## src/rtl/xor_session_ctrl.sv

```systemverilog
// Session sequencer for the serial XOR-encryption datapath: validates key/message loads,
// starts encryption, launches the serializer and reports errors. Optional: XSC_KEY_ROTATE_EN.
module xor_session_ctrl #(
  parameter  int KEY_SIZE    = 8,
  parameter  int MSG_SIZE    = 64,
  parameter  int TIMEOUT_CYC = 255,
  parameter  int KEY_USES    = 4,
  localparam int KCW         = $clog2(KEY_SIZE) + 1,
  localparam int MCW         = $clog2(MSG_SIZE) + 1
) (
  input  logic           clk,
  input  logic           rst_n,
  input  logic           ena,
  input  logic           clr_i,
  input  logic           key_flag_i,
  input  logic           msg_flag_i,
  input  logic [KCW-1:0] key_cnt_i,
  input  logic [MCW-1:0] msg_cnt_i,
  input  logic           enc_done_i,
  input  logic           ser_busy_i,
  output logic           enc_start_o,
  output logic           ser_start_o,
  output logic           done_o,
  output logic           err_o,
  output logic [2:0]     err_code_o,
  output logic [2:0]     state_o
);

  localparam int TW = $clog2(TIMEOUT_CYC + 1);
  localparam int UW = $clog2(KEY_USES + 1);

  localparam logic [2:0] S_IDLE     = 3'd0;
  localparam logic [2:0] S_LOAD_KEY = 3'd1;
  localparam logic [2:0] S_WAIT_MSG = 3'd2;
  localparam logic [2:0] S_LOAD_MSG = 3'd3;
  localparam logic [2:0] S_ENCRYPT  = 3'd4;
  localparam logic [2:0] S_SEND     = 3'd5;
  localparam logic [2:0] S_DONE     = 3'd6;
  localparam logic [2:0] S_ERROR    = 3'd7;

  localparam logic [2:0] E_NONE      = 3'd0;
  localparam logic [2:0] E_SHORT_KEY = 3'd1;
  localparam logic [2:0] E_SHORT_MSG = 3'd2;
  localparam logic [2:0] E_COLLISION = 3'd3;
  localparam logic [2:0] E_ENC_TMO   = 3'd4;
  localparam logic [2:0] E_SER_STALL = 3'd5;

  localparam logic [TW-1:0] TMR_LAST = TW'(TIMEOUT_CYC - 1);

  logic [2:0]    state_q, state_d;
  logic [2:0]    err_code_q, err_d;
  logic          key_flag_q, msg_flag_q;
  logic          key_fall, msg_fall;
  logic [TW-1:0] tmr_q;
  logic [UW-1:0] use_q, use_inc;
  logic          ser_seen_q;
  logic          enc_start_q, ser_start_q;
  logic          clr_use;
  logic          state_chg;

  assign key_fall  = key_flag_q & ~key_flag_i;
  assign msg_fall  = msg_flag_q & ~msg_flag_i;
  assign use_inc   = (use_q == '1) ? use_q : use_q + UW'(1);
  assign state_chg = (state_d != state_q);

  // NOTE: every signal gets a default before the case so no path leaves it unassigned (no latch).
  always_comb begin
    state_d = state_q;
    err_d   = err_code_q;
    clr_use = 1'b0;
    if (state_q != S_ERROR && key_flag_i && msg_flag_i) begin
      state_d = S_ERROR;
      err_d   = E_COLLISION;
    end else if (clr_i) begin
      state_d = S_IDLE;
      err_d   = E_NONE;
      clr_use = 1'b1;
    end else begin
      case (state_q)
        S_IDLE:     if (key_flag_i) state_d = S_LOAD_KEY;
        S_LOAD_KEY: if (key_fall) begin
          if (key_cnt_i == KCW'(KEY_SIZE)) state_d = S_WAIT_MSG;
          else begin
            state_d = S_ERROR;
            err_d   = E_SHORT_KEY;
          end
        end
        S_WAIT_MSG: begin
          if (msg_flag_i)      state_d = S_LOAD_MSG;
          else if (key_flag_i) state_d = S_LOAD_KEY;
        end
        S_LOAD_MSG: if (msg_fall) begin
          if (msg_cnt_i == MCW'(MSG_SIZE)) state_d = S_ENCRYPT;
          else begin
            state_d = S_ERROR;
            err_d   = E_SHORT_MSG;
          end
        end
        S_ENCRYPT: begin
          // done beats a simultaneous timeout
          if (enc_done_i) state_d = S_SEND;
          else if (tmr_q == TMR_LAST) begin
            state_d = S_ERROR;
            err_d   = E_ENC_TMO;
          end
        end
        S_SEND: begin
          if (ser_seen_q && !ser_busy_i) state_d = S_DONE;
          else if (!ser_seen_q && !ser_busy_i && tmr_q == TMR_LAST) begin
            state_d = S_ERROR;
            err_d   = E_SER_STALL;
          end
        end
        S_DONE: begin
`ifdef XSC_KEY_ROTATE_EN
          if (use_inc == UW'(KEY_USES)) state_d = S_IDLE;
          else                          state_d = S_WAIT_MSG;
`else
          state_d = S_WAIT_MSG;
`endif
        end
        S_ERROR: ;
        default: state_d = S_IDLE;
      endcase
    end
  end

  // NOTE: sequential state uses non-blocking assignments only; ena=0 freezes every register.
  always_ff @(posedge clk or negedge rst_n) begin
    if (!rst_n) begin
      state_q     <= S_IDLE;
      err_code_q  <= E_NONE;
      key_flag_q  <= 1'b0;
      msg_flag_q  <= 1'b0;
      tmr_q       <= '0;
      use_q       <= '0;
      ser_seen_q  <= 1'b0;
      enc_start_q <= 1'b0;
      ser_start_q <= 1'b0;
    end else if (ena) begin
      state_q     <= state_d;
      err_code_q  <= err_d;
      key_flag_q  <= key_flag_i;
      msg_flag_q  <= msg_flag_i;
      enc_start_q <= state_chg && (state_d == S_ENCRYPT);
      ser_start_q <= state_chg && (state_d == S_SEND);

      // shared timer: ENCRYPT done-wait and SEND busy-wait, restarted on every state change
      if (state_chg)
        tmr_q <= '0;
      else if (state_q == S_ENCRYPT || state_q == S_SEND)
        tmr_q <= tmr_q + TW'(1);

      if (state_chg)
        ser_seen_q <= 1'b0;
      else if (state_q == S_SEND && ser_busy_i)
        ser_seen_q <= 1'b1;

      if (clr_use || (state_chg && state_d == S_LOAD_KEY))
        use_q <= '0;
      else if (state_q == S_DONE)
        use_q <= use_inc;
    end
  end

  assign enc_start_o = enc_start_q & ena;
  assign ser_start_o = ser_start_q & ena;
  assign done_o      = (state_q == S_DONE) & ena;
  assign err_o       = (state_q == S_ERROR);
  assign err_code_o  = err_code_q;
  assign state_o     = state_q;

endmodule

```

## config.mk

```make
export PLATFORM = sky130hd
export DESIGN_NAME = xor_session_ctrl
export DESIGN_NICKNAME = d
export VERILOG_FILES = /design/src/rtl/xor_session_ctrl.sv
export SDC_FILE = /design/constraint.sdc
export NUM_CORES = 1
export LEC_CHECK = 0
export CORE_MARGIN = 2
export CORE_UTILIZATION = 50
export DETAILED_ROUTE_END_ITERATION = 10
export HOLD_SLACK_MARGIN = 0.03
export PLACE_DENSITY = 0.77
export SLEW_MARGIN = 20
export SYNTH_ARGS = -nofsm -noshare
export SYNTH_HDL_FRONTEND = slang
export SYNTH_SLANG_ARGS = --single-unit
```

## constraint.sdc

```tcl
create_clock -name clk -period 2.75 [get_ports clk]
set_input_delay 0.275 -clock clk [delete_from_list [all_inputs] [get_ports clk]]
set_output_delay 0.275 -clock clk [all_outputs]
set_load 0.02 [all_outputs]
```

==> results of run 1 <==
sequential cells by signal, indices dropped and copies added, names as in the netlist:
register / flops
tmr_q: 8
state_o: 3
enc_start_q: 1
key_flag_q: 1
err_code_o: 3
ser_start_q: 1
ser_seen_q: 1
msg_flag_q: 1
routing by layer:
metal | vias up | wire [um]
li1 | 679 | -
met2 | 30 | 1760
met4 | 0 | 13
met1 | 706 | 1730
met3 | 2 | 114
met5 | - | 0
kinds of logic (layout without fill, tap and decap cells):
group	Yosys count	in the layout
simple gates	67	67
compound gates	50	50
buf+inv	21	51
flops	19	19
mux	6	6
fa+ha+maj	2	2
through the flow:
stage               worst slack (ns)  power [mW]
floorplan                      0.440       0.639
global placement               0.112       0.759
detailed placement            0.0710       0.764
CTS                            0.269       0.907
global route                  0.0661       0.955
finish                         0.244       0.906
Yosys cell counts, types with 3 or more instances:
cell and count:
inv_1 11, o21ai_0 9, nand4_1 3, nand2_1 18, and2_1 3, mux2i_1 4
nor2_1 8, a211oi_1 3, dfrtp_1 19, o22ai_1 4, o311ai_2 4, clkbuf_8 5
nand3_1 10, a21oi_1 5, nor3_1 6, buf_6 3, nand2b_1 3
worst reg2reg max path, cell delays in order (launching register included):
cell,delay (ns)
dfrtp_1,0.65
nand2b_1,0.22
nor2_1,0.24
o21ai_0,0.16
a211oi_1,0.43
nor4_4,0.07
buf_4,0.18
or3_1,0.34
o2bb2ai_1,0.15
area by class of cell:
cell class | instances | area [um^2]
tap | 31 | 38.8
fill | 261 | 1020
timing repair buffer | 35 | 333
clock buffer | 4 | 26.3
sequential | 19 | 475
inverter | 12 | 45.0
multi-input combinational | 125 | 888
power groups by stage:
stage / combinational [mW] / clock (mW) / sequential, mW
floorplan: 0.278 / 0 / 0.361
global placement: 0.408 / 0 / 0.350
finish: 0.417 / 0.142 / 0.347
CTS: 0.414 / 0.146 / 0.347
detailed placement: 0.412 / 0 / 0.352
global route: 0.449 / 0.153 / 0.353
worst max-delay path by stage:
stage	start	endpoint	slack, ns	cells past startpoint
final	state_o[2]	enc_start_q	0.24	8
after global routing	state_o[1]	tmr_q[0]	0.07	9
after CTS	state_o[2]	enc_start_q	0.27	8
after detailed placement	msg_cnt_i[2]	enc_start_q	0.07	9
after global placement	key_cnt_i[1]	enc_start_q	0.11	9
after floorplan	state_o[1]	enc_start_q	0.44	8
==> flow_summary.toml, run 1 <==
[floorplan]
die-area_um2 = 3490
die_w_um = 59.1
boundaryPins = 29
die_h_um = 59.1
start_util_pct = 53.6
core-area_um2 = 2830
num_rows = 19

[critical_path]
crit_family = "simple AND/OR/NAND/NOR gates"
reg2reg_from = "state_o[2]"
reg2regPathDepth = 8
slowest_delay_ns = 0.65
cp.arrival_ns = 2.73
crit_chain = "nand2b_1 > nor2_1 > o21ai_0 > a211oi_1 > nor4_4 > buf_4 > or3_1 > o2bb2ai_1"
reg2reg_to = "enc_start_q"
end_kind = "flop"
worst-r2r-setup-slack_ns = 0.24
worstSetupPathType = "reg -> reg"
worstPathMaxFanout = 14
slowest_stage = "dfrtp_1"
crit_buf_inv = 1
required_ns = 2.97
critPathLaunchType = "flop"

[clock_network]
cts-root-buf = "clkbuf_4"
cts_hold_buf = 0
cts_sinks = 19
postCtsSetupBuffers = 0
cts_tree = "yes"
clock_latency_ns = 0.29
cts_made_buffers = 3
cts_buffer_depth = 2
cts_resized = 0
htreeDepth = 1
clk_pin_slew_ns = 0.11

[grt]
grt_overflow = 0
gr-usage-met2_pct = 37.9
antenna_found_initial = 0
top_usage_layer = "met2"
grt_pass1_wl_um = 6110
grt_pass1_vias = 1340
use_met3_pct = 2.18
grt_use_met1_pct = 30.9
grt_usage_pct = 22.2
grt_max_degree = 20

[power_and_ir_drop]
power.density_nw_per_um2 = 501
clkPwrFrac_pct = 15.6
power_frac_seq_pct = 38.4
comb_power_share_pct = 46.0
p_int_mw = 0.557
power_switching_mw = 0.349
leakage_nw = 0.680
switching_share_pct = 38.5
ir_drop_mv = 0.289

[timing]
final.period_utilization_pct = 91.1
fmax_ghz = 0.399
finClkSkew_ns = 0.00779
layout_min_cycle_time_ns = 2.51
rsz0062_at_grt = "no"
worst_pin_slew_ns = 0.894
finalHoldViolCount = 0
slew_headroom_pct = 40.2
whs_ns = 0.473
fin_tns_setup_ns = 0
slew_violations = 0
setup_viol = 0

[finish]
final_area_um2 = 1810
final_util_pct = 63.9
final_common_cell = "clkdlybuf4s50_1"
final_cell_mix = "clkdlybuf4s50_1, dfrtp_1, nand2_1, inv_1, nand3_1"
finalNonFillerCells = 226
fin_nets = 217
drive_gt1_share_pct = 14.9
antenna_cells = 0
syn2layout_area_growth_pct = 19.2

[placement]
place.port_buffers = 28
dp_cells = 222
dp_hpwl_um = 2760
finalWeightedCongestion = 0.922
place_area_um2 = 1780

[routing]
wl_per_cell_um = 16.0
drcViolationCount = 0
ant_nets = 0
num_vias = 1417
drtIter0Drc = 72
firstDrtPassIters = 4
totalWireLength_um = 3620
avgViaCountPerCell = 6.27

[logic_synthesis]
synth_edf_count = 0
synth_fa_ha_area_share_pct = 1.65
synth-compound-area-share_pct = 27.1
synth_top_area_share_pct = 31.4
ys_warn_count = 0
avgSynthCellArea_um2 = 9.18
synth.area.mux_share_pct = 4.13
syn_nets = 186
seq_area_frac_synth_pct = 31.4
postSynthCellCount = 165
synthSimpleGateAreaFrac_pct = 25.8
synth_xor_area_share_pct = 0
synth_top_flop_cell = "dfrtp_1"
syn-cell-area_um2 = 1520
synth_top_cell_by_area = "dfrtp_1"
synth-seq-cells = 19
synth_top_family_by_area = "compound AO/OA/AOI/OAI gates"
synthArstFlopShare_pct = 100
ys_top_cells_by_area = "dfrtp_1, clkbuf_8, nand2_1"
yosysUniqueCellTypes = 56

[hold_path]
hold_path.class = "in -> async"

[outcome]
status = "finished, final reports clean"

[job]
max_cap_violations = 0
Power figures use the tool's default switching activity.
==> run 2, diff against run 1 <==
- CELL_PAD_IN_SITES_DETAIL_PLACEMENT: unset -> 1
- CELL_PAD_IN_SITES_GLOBAL_PLACEMENT: unset -> 2
- CORE_UTILIZATION: 50 -> 31
- PLACE_DENSITY: 0.77 -> unset
- PLACE_DENSITY_LB_ADDON: unset -> 0.1
==> run 2 against run 1 <==
Clock skew barely moved. Final cell count rose by 20%. Critical path type unchanged. Hold slack improved by 0.031 ns. Maximum frequency fell by 0.61%. Clock power rose by 48%. Die area rose by 57%. Via count rose by 2.6%. Largest power group unchanged. Worst setup slack got worse by 0.015 ns. Global-route usage fell by 2.5 points. Combinational power rose by 8.6%. Highest routed layer unchanged.
==> flow_summary.toml, run 2 (same netlist as run 1, synthesis figures left out) <==
[timing]
fin_tns_setup_ns = 0
setup_viol = 0
worst_pin_slew_ns = 0.920
layout_min_cycle_time_ns = 2.52
slew_headroom_pct = 38.4
fmax_ghz = 0.397
final.period_utilization_pct = 91.7
finClkSkew_ns = 0.00816
slew_violations = 0
rsz0062_at_grt = "no"
finalHoldViolCount = 0

[clock_network]
cts_resized = 0
postCtsSetupBuffers = 0
cts_hold_buf = 0
cts-root-buf = "clkbuf_8"
htreeDepth = 1
cts_made_buffers = 3
cts_sinks = 19
cts_buffer_depth = 2
clk_pin_slew_ns = 0.08
cts_tree = "yes"
clock_latency_ns = 0.27

[outcome]
status = "finished, final reports clean"

[finish]
antenna_cells = 0
drive_gt1_share_pct = 19.1
fin_nets = 226
final_area_um2 = 1940
final_common_cell = "clkdlybuf4s50_1"
final_cell_mix = "clkdlybuf4s50_1, dfrtp_1, nand2_1, buf_4, inv_1"
syn2layout_area_growth_pct = 28.0
nFillCells = 571
largest_register = "tmr_q"
finalNonFillerCells = 271
largest_reg_flops = 8

[routing]
totalWireLength_um = 4770
wl_per_cell_um = 17.6
wl_met2_um = 2350
top_layer_used = "met4"
firstDrtPassIters = 4
wl_met3_um = 127
drtIter0Drc = 64
m1WireLength_um = 2200
drcViolationCount = 0
avgViaCountPerCell = 5.37
ant_nets = 0
num_vias = 1454

[grt]
antenna_found_initial = 0
grt_pass1_wl_um = 8110
grt_max_degree = 20
grt_pass1_vias = 1621
grt_overflow = 0
grt_usage_pct = 19.7

[critical_path]
critPathLaunchType = "flop"
end_kind = "flop"
required_ns = 2.94
reg2regPathDepth = 8
worstSetupPathType = "reg -> reg"
cp.arrival_ns = 2.71
worstPathMaxFanout = 14

[floorplan]
die_w_um = 73.9
num_rows = 25
start_util_pct = 32.1
boundaryPins = 29
core-area_um2 = 4720
die_h_um = 73.9
die-area_um2 = 5460

[hold_path]
hold_path.class = "reg -> reg"
holdPathStages = 1

[placement]
dp_hpwl_um = 3720
place.port_buffers = 28
dp_cells = 267
place_area_um2 = 1890
finalWeightedCongestion = 0.863

[power_and_ir_drop]
ir_drop_mv = 0.177
leakage_nw = 0.733
power.density_nw_per_um2 = 522
total_power_mw = 1.01

[job]
max_cap_violations = 0
[run 2: cell types whose count changed in the layout (fill, tap and decap cells not counted)]
cell / change
clkbuf_1: -1
clkinv_2: +1
clkbuf_8: +3
buf_4: +9
clkbuf_4: -3
[run 2: path summary, 6_finish.rpt]
| kind | from | endpoint | slack, ns |
|---|---|---|---|
| setup / recovery | state_o[2] | enc_start_q | 0.23 |
| min in group asynchronous | rst_n | tmr_q[2] | 0.52 |
| hold reg to reg | ser_start_q | ser_start_q | 0.50 |
| setup reg to reg | state_o[2] | enc_start_q | 0.23 |
| max in group asynchronous | rst_n | tmr_q[3] | 1.67 |
| hold / removal | ser_start_q | ser_start_q | 0.50 |
[run 2: per-stage QoR]
step	setup slack, ns	hold slack, ns	utilization [%]
after floorplan	0.440	-0.0206	-
after global placement	0.0297	0.468	40.1
after detailed placement	-0.0115	0.486	40.1
after CTS	0.194	0.508	41.1
after global routing	0.0262	0.517	41.1
final	0.228	0.504	41.1
[run 2: routing by layer]
layer / vias up / GRT usage, %
li1: 696 / -
met1: 729 / 25.3
met2: 22 / 33.1
met4: 0 / 7.27
met5: - / 0
met3: 7 / 3.43
[run 2: area by class of cell]
cell class	instances	area [um^2]	share of cell area (%)
well taps	67	83.8	4.32
clock inverters	1	5.00	0.258
repair buffers	44	400	20.6
clock buffers	3	41.3	2.13
multi-input cells	125	888	45.8
flip-flops and latches	19	475	24.5
inverters	12	45.0	2.32
[run 2: power by group]
group,switching [mW],internal (mW),total (mW)
combinational,0.243,0.210,0.453
sequential,0.0398,0.309,0.349
clock,0.109,0.101,0.210
total,0.392,0.620,1.01
[run 2: critical path, stage by stage (launching register included)]
cell       delay (ns)
dfrtp_1          0.67
nor3b_1          0.11
a221oi_1         0.41
nor4_2           0.13
a211oi_1         0.37
nor4_4           0.07
buf_4            0.18
or3_1            0.33
o2bb2ai_1        0.17
==> run 3, diff against run 2 <==
- CAP_MARGIN: unset -> 40
==> run 3 against run 2 <==
Total power increased by 0.14%. First-iteration DRC count increased by 11%. Die area unchanged. Clock skew decreased by 0.0035 ns. Sequential share of layout area decreased by 0.19 points. Clock power about the same. Routed wire length increased by 1.6%. Core utilization increased by 0.32 points. Hold slack got worse by 0.23 ns. Flip-flop and latch count unchanged. Sequential power about the same.
==> flow_summary.toml, run 3 (same netlist as run 1, synthesis figures left out) <==
[outcome]
status = "finished, final reports clean"

[timing]
whs_ns = 0.277
finalHoldViolCount = 0
layout_min_cycle_time_ns = 2.49
rsz0062_at_grt = "no"
setup_ws_ns = 0.258
slew_violations = 0
fmax_ghz = 0.401
slew_headroom_pct = 67.8
worst_pin_slew_ns = 0.482
final.period_utilization_pct = 90.6
fin_tns_setup_ns = 0
finClkSkew_ns = 0.00466
setup_viol = 0

[floorplan]
die_h_um = 73.9
core-area_um2 = 4720
die_w_um = 73.9
boundaryPins = 29
num_rows = 25
die-area_um2 = 5460
start_util_pct = 32.1

[critical_path]
worst-r2r-setup-slack_ns = 0.26
reg2reg_to = "enc_start_q"
crit_chain = "nor3b_1 > a221oi_1 > nor4_2 > a211oi_1 > nor4_4 > buf_4 > or3_1 > o2bb2ai_1"
crit_family = "compound AO/OA/AOI/OAI gates"
cp.arrival_ns = 2.68
reg2regPathDepth = 8
reg2reg_from = "state_o[2]"
end_kind = "flop"
required_ns = 2.94
crit_buf_inv = 1
critPathLaunchType = "flop"
slowest_stage = "dfrtp_1"
worstSetupPathType = "reg -> reg"
slowest_delay_ns = 0.65
worstPathMaxFanout = 14

[placement]
dp_hpwl_um = 3840
place_area_um2 = 1910
dp_cells = 268
dp_slack_ns = -0.0467
place.port_buffers = 28
finalWeightedCongestion = 0.863

[finish]
final_cell_mix = "clkdlybuf4s50_1, dfrtp_1, nand2_1, buf_4, inv_1"
drive_gt1_share_pct = 19.5
syn2layout_area_growth_pct = 29.0
register_area_um2 = 475
final_common_cell = "clkdlybuf4s50_1"
multi_input_area_um2 = 888
antenna_cells = 0
nFillCells = 568
largest_reg_flops = 8
largest_register = "tmr_q"
final_area_um2 = 1950
fin_nets = 227
finalNonFillerCells = 272

[clock_network]
cts-root-buf = "clkbuf_8"
htreeDepth = 1
cts_made_buffers = 3
clock_latency_ns = 0.27
cts_tree = "yes"
cts_resized = 0
clk_pin_slew_ns = 0.08
cts_hold_buf = 0
cts_buffer_depth = 2
postCtsSetupBuffers = 0
cts_sinks = 19

[routing]
avgViaCountPerCell = 5.33
drcViolationCount = 0
ant_nets = 0
num_vias = 1451
drtIter0Drc = 71
firstDrtPassIters = 4
totalWireLength_um = 4840
wl_per_cell_um = 17.8

[job]
max_cap_violations = 0

[hold_path]
hold_path.class = "in -> async"

[grt]
antenna_found_initial = 0
grt_pass1_wl_um = 7910
grt_overflow = 0
grt_usage_pct = 19.5
grt_pass1_vias = 1589
grt_max_degree = 17

[power_and_ir_drop]
leakage_nw = 0.741
power.density_nw_per_um2 = 519
ir_drop_mv = 0.190
[run 3: cell types whose count changed in the layout (fill, tap and decap cells not counted), sizes merged]
cell / before / now
buf: 16 / 17
[run 3: final cells by class]
class / instances / share of cell area [%]
Multi-Input combinational cell: 125 / 45.5
Sequential cell: 19 / 24.3
Timing Repair Buffer: 45 / 21.3
Tap cell: 67 / 4.29
Inverter: 12 / 2.30
Clock buffer: 3 / 2.11
Clock inverter: 1 / 0.256
[run 3: power by group]
part	total, mW	switching [mW]	internal [mW]
combinational	0.457	0.245	0.212
clock	0.208	0.107	0.101
sequential	0.349	0.0396	0.309
total	1.01	0.392	0.622
[run 3: layer usage]
layer | share of wire, % | GRT usage, % | routed length [um] | vias to the layer above
met2 | 50 | 32.9 | 2440 | 18
li1 | - | - | - | 697
met4 | 1.4 | 7.07 | 70 | 0
met1 | 45 | 24.7 | 2200 | 731
met5 | 0 | 0 | 0 | -
met3 | 2.7 | 3.57 | 132 | 5
[run 3: metrics by stage]
| stage | total power [mW] | util [%] |
|---|---|---|
| after floorplan | 0.639 | - |
| after global placement | 0.801 | 40.1 |
| after detailed placement | 0.815 | 40.4 |
| after CTS | 1.03 | 41.4 |
| after global routing | 1.09 | 41.4 |
| final | 1.01 | 41.4 |
[run 3: how the worst max path moves through the flow]
stage / startpoint / to / slack [ns] / depth (start not counted)
2_1_floorplan: state_o[1] / enc_start_q / 0.44 / 8
3_3_place_gp: msg_cnt_i[2] / enc_start_q / 0.03 / 9
3_5_place_dp: msg_cnt_i[2] / enc_start_q / -0.05 / 9
4_1_cts: state_o[2] / enc_start_q / 0.22 / 8
5_1_grt: state_o[2] / enc_start_q / 0.08 / 8
6_report: state_o[2] / enc_start_q / 0.26 / 8
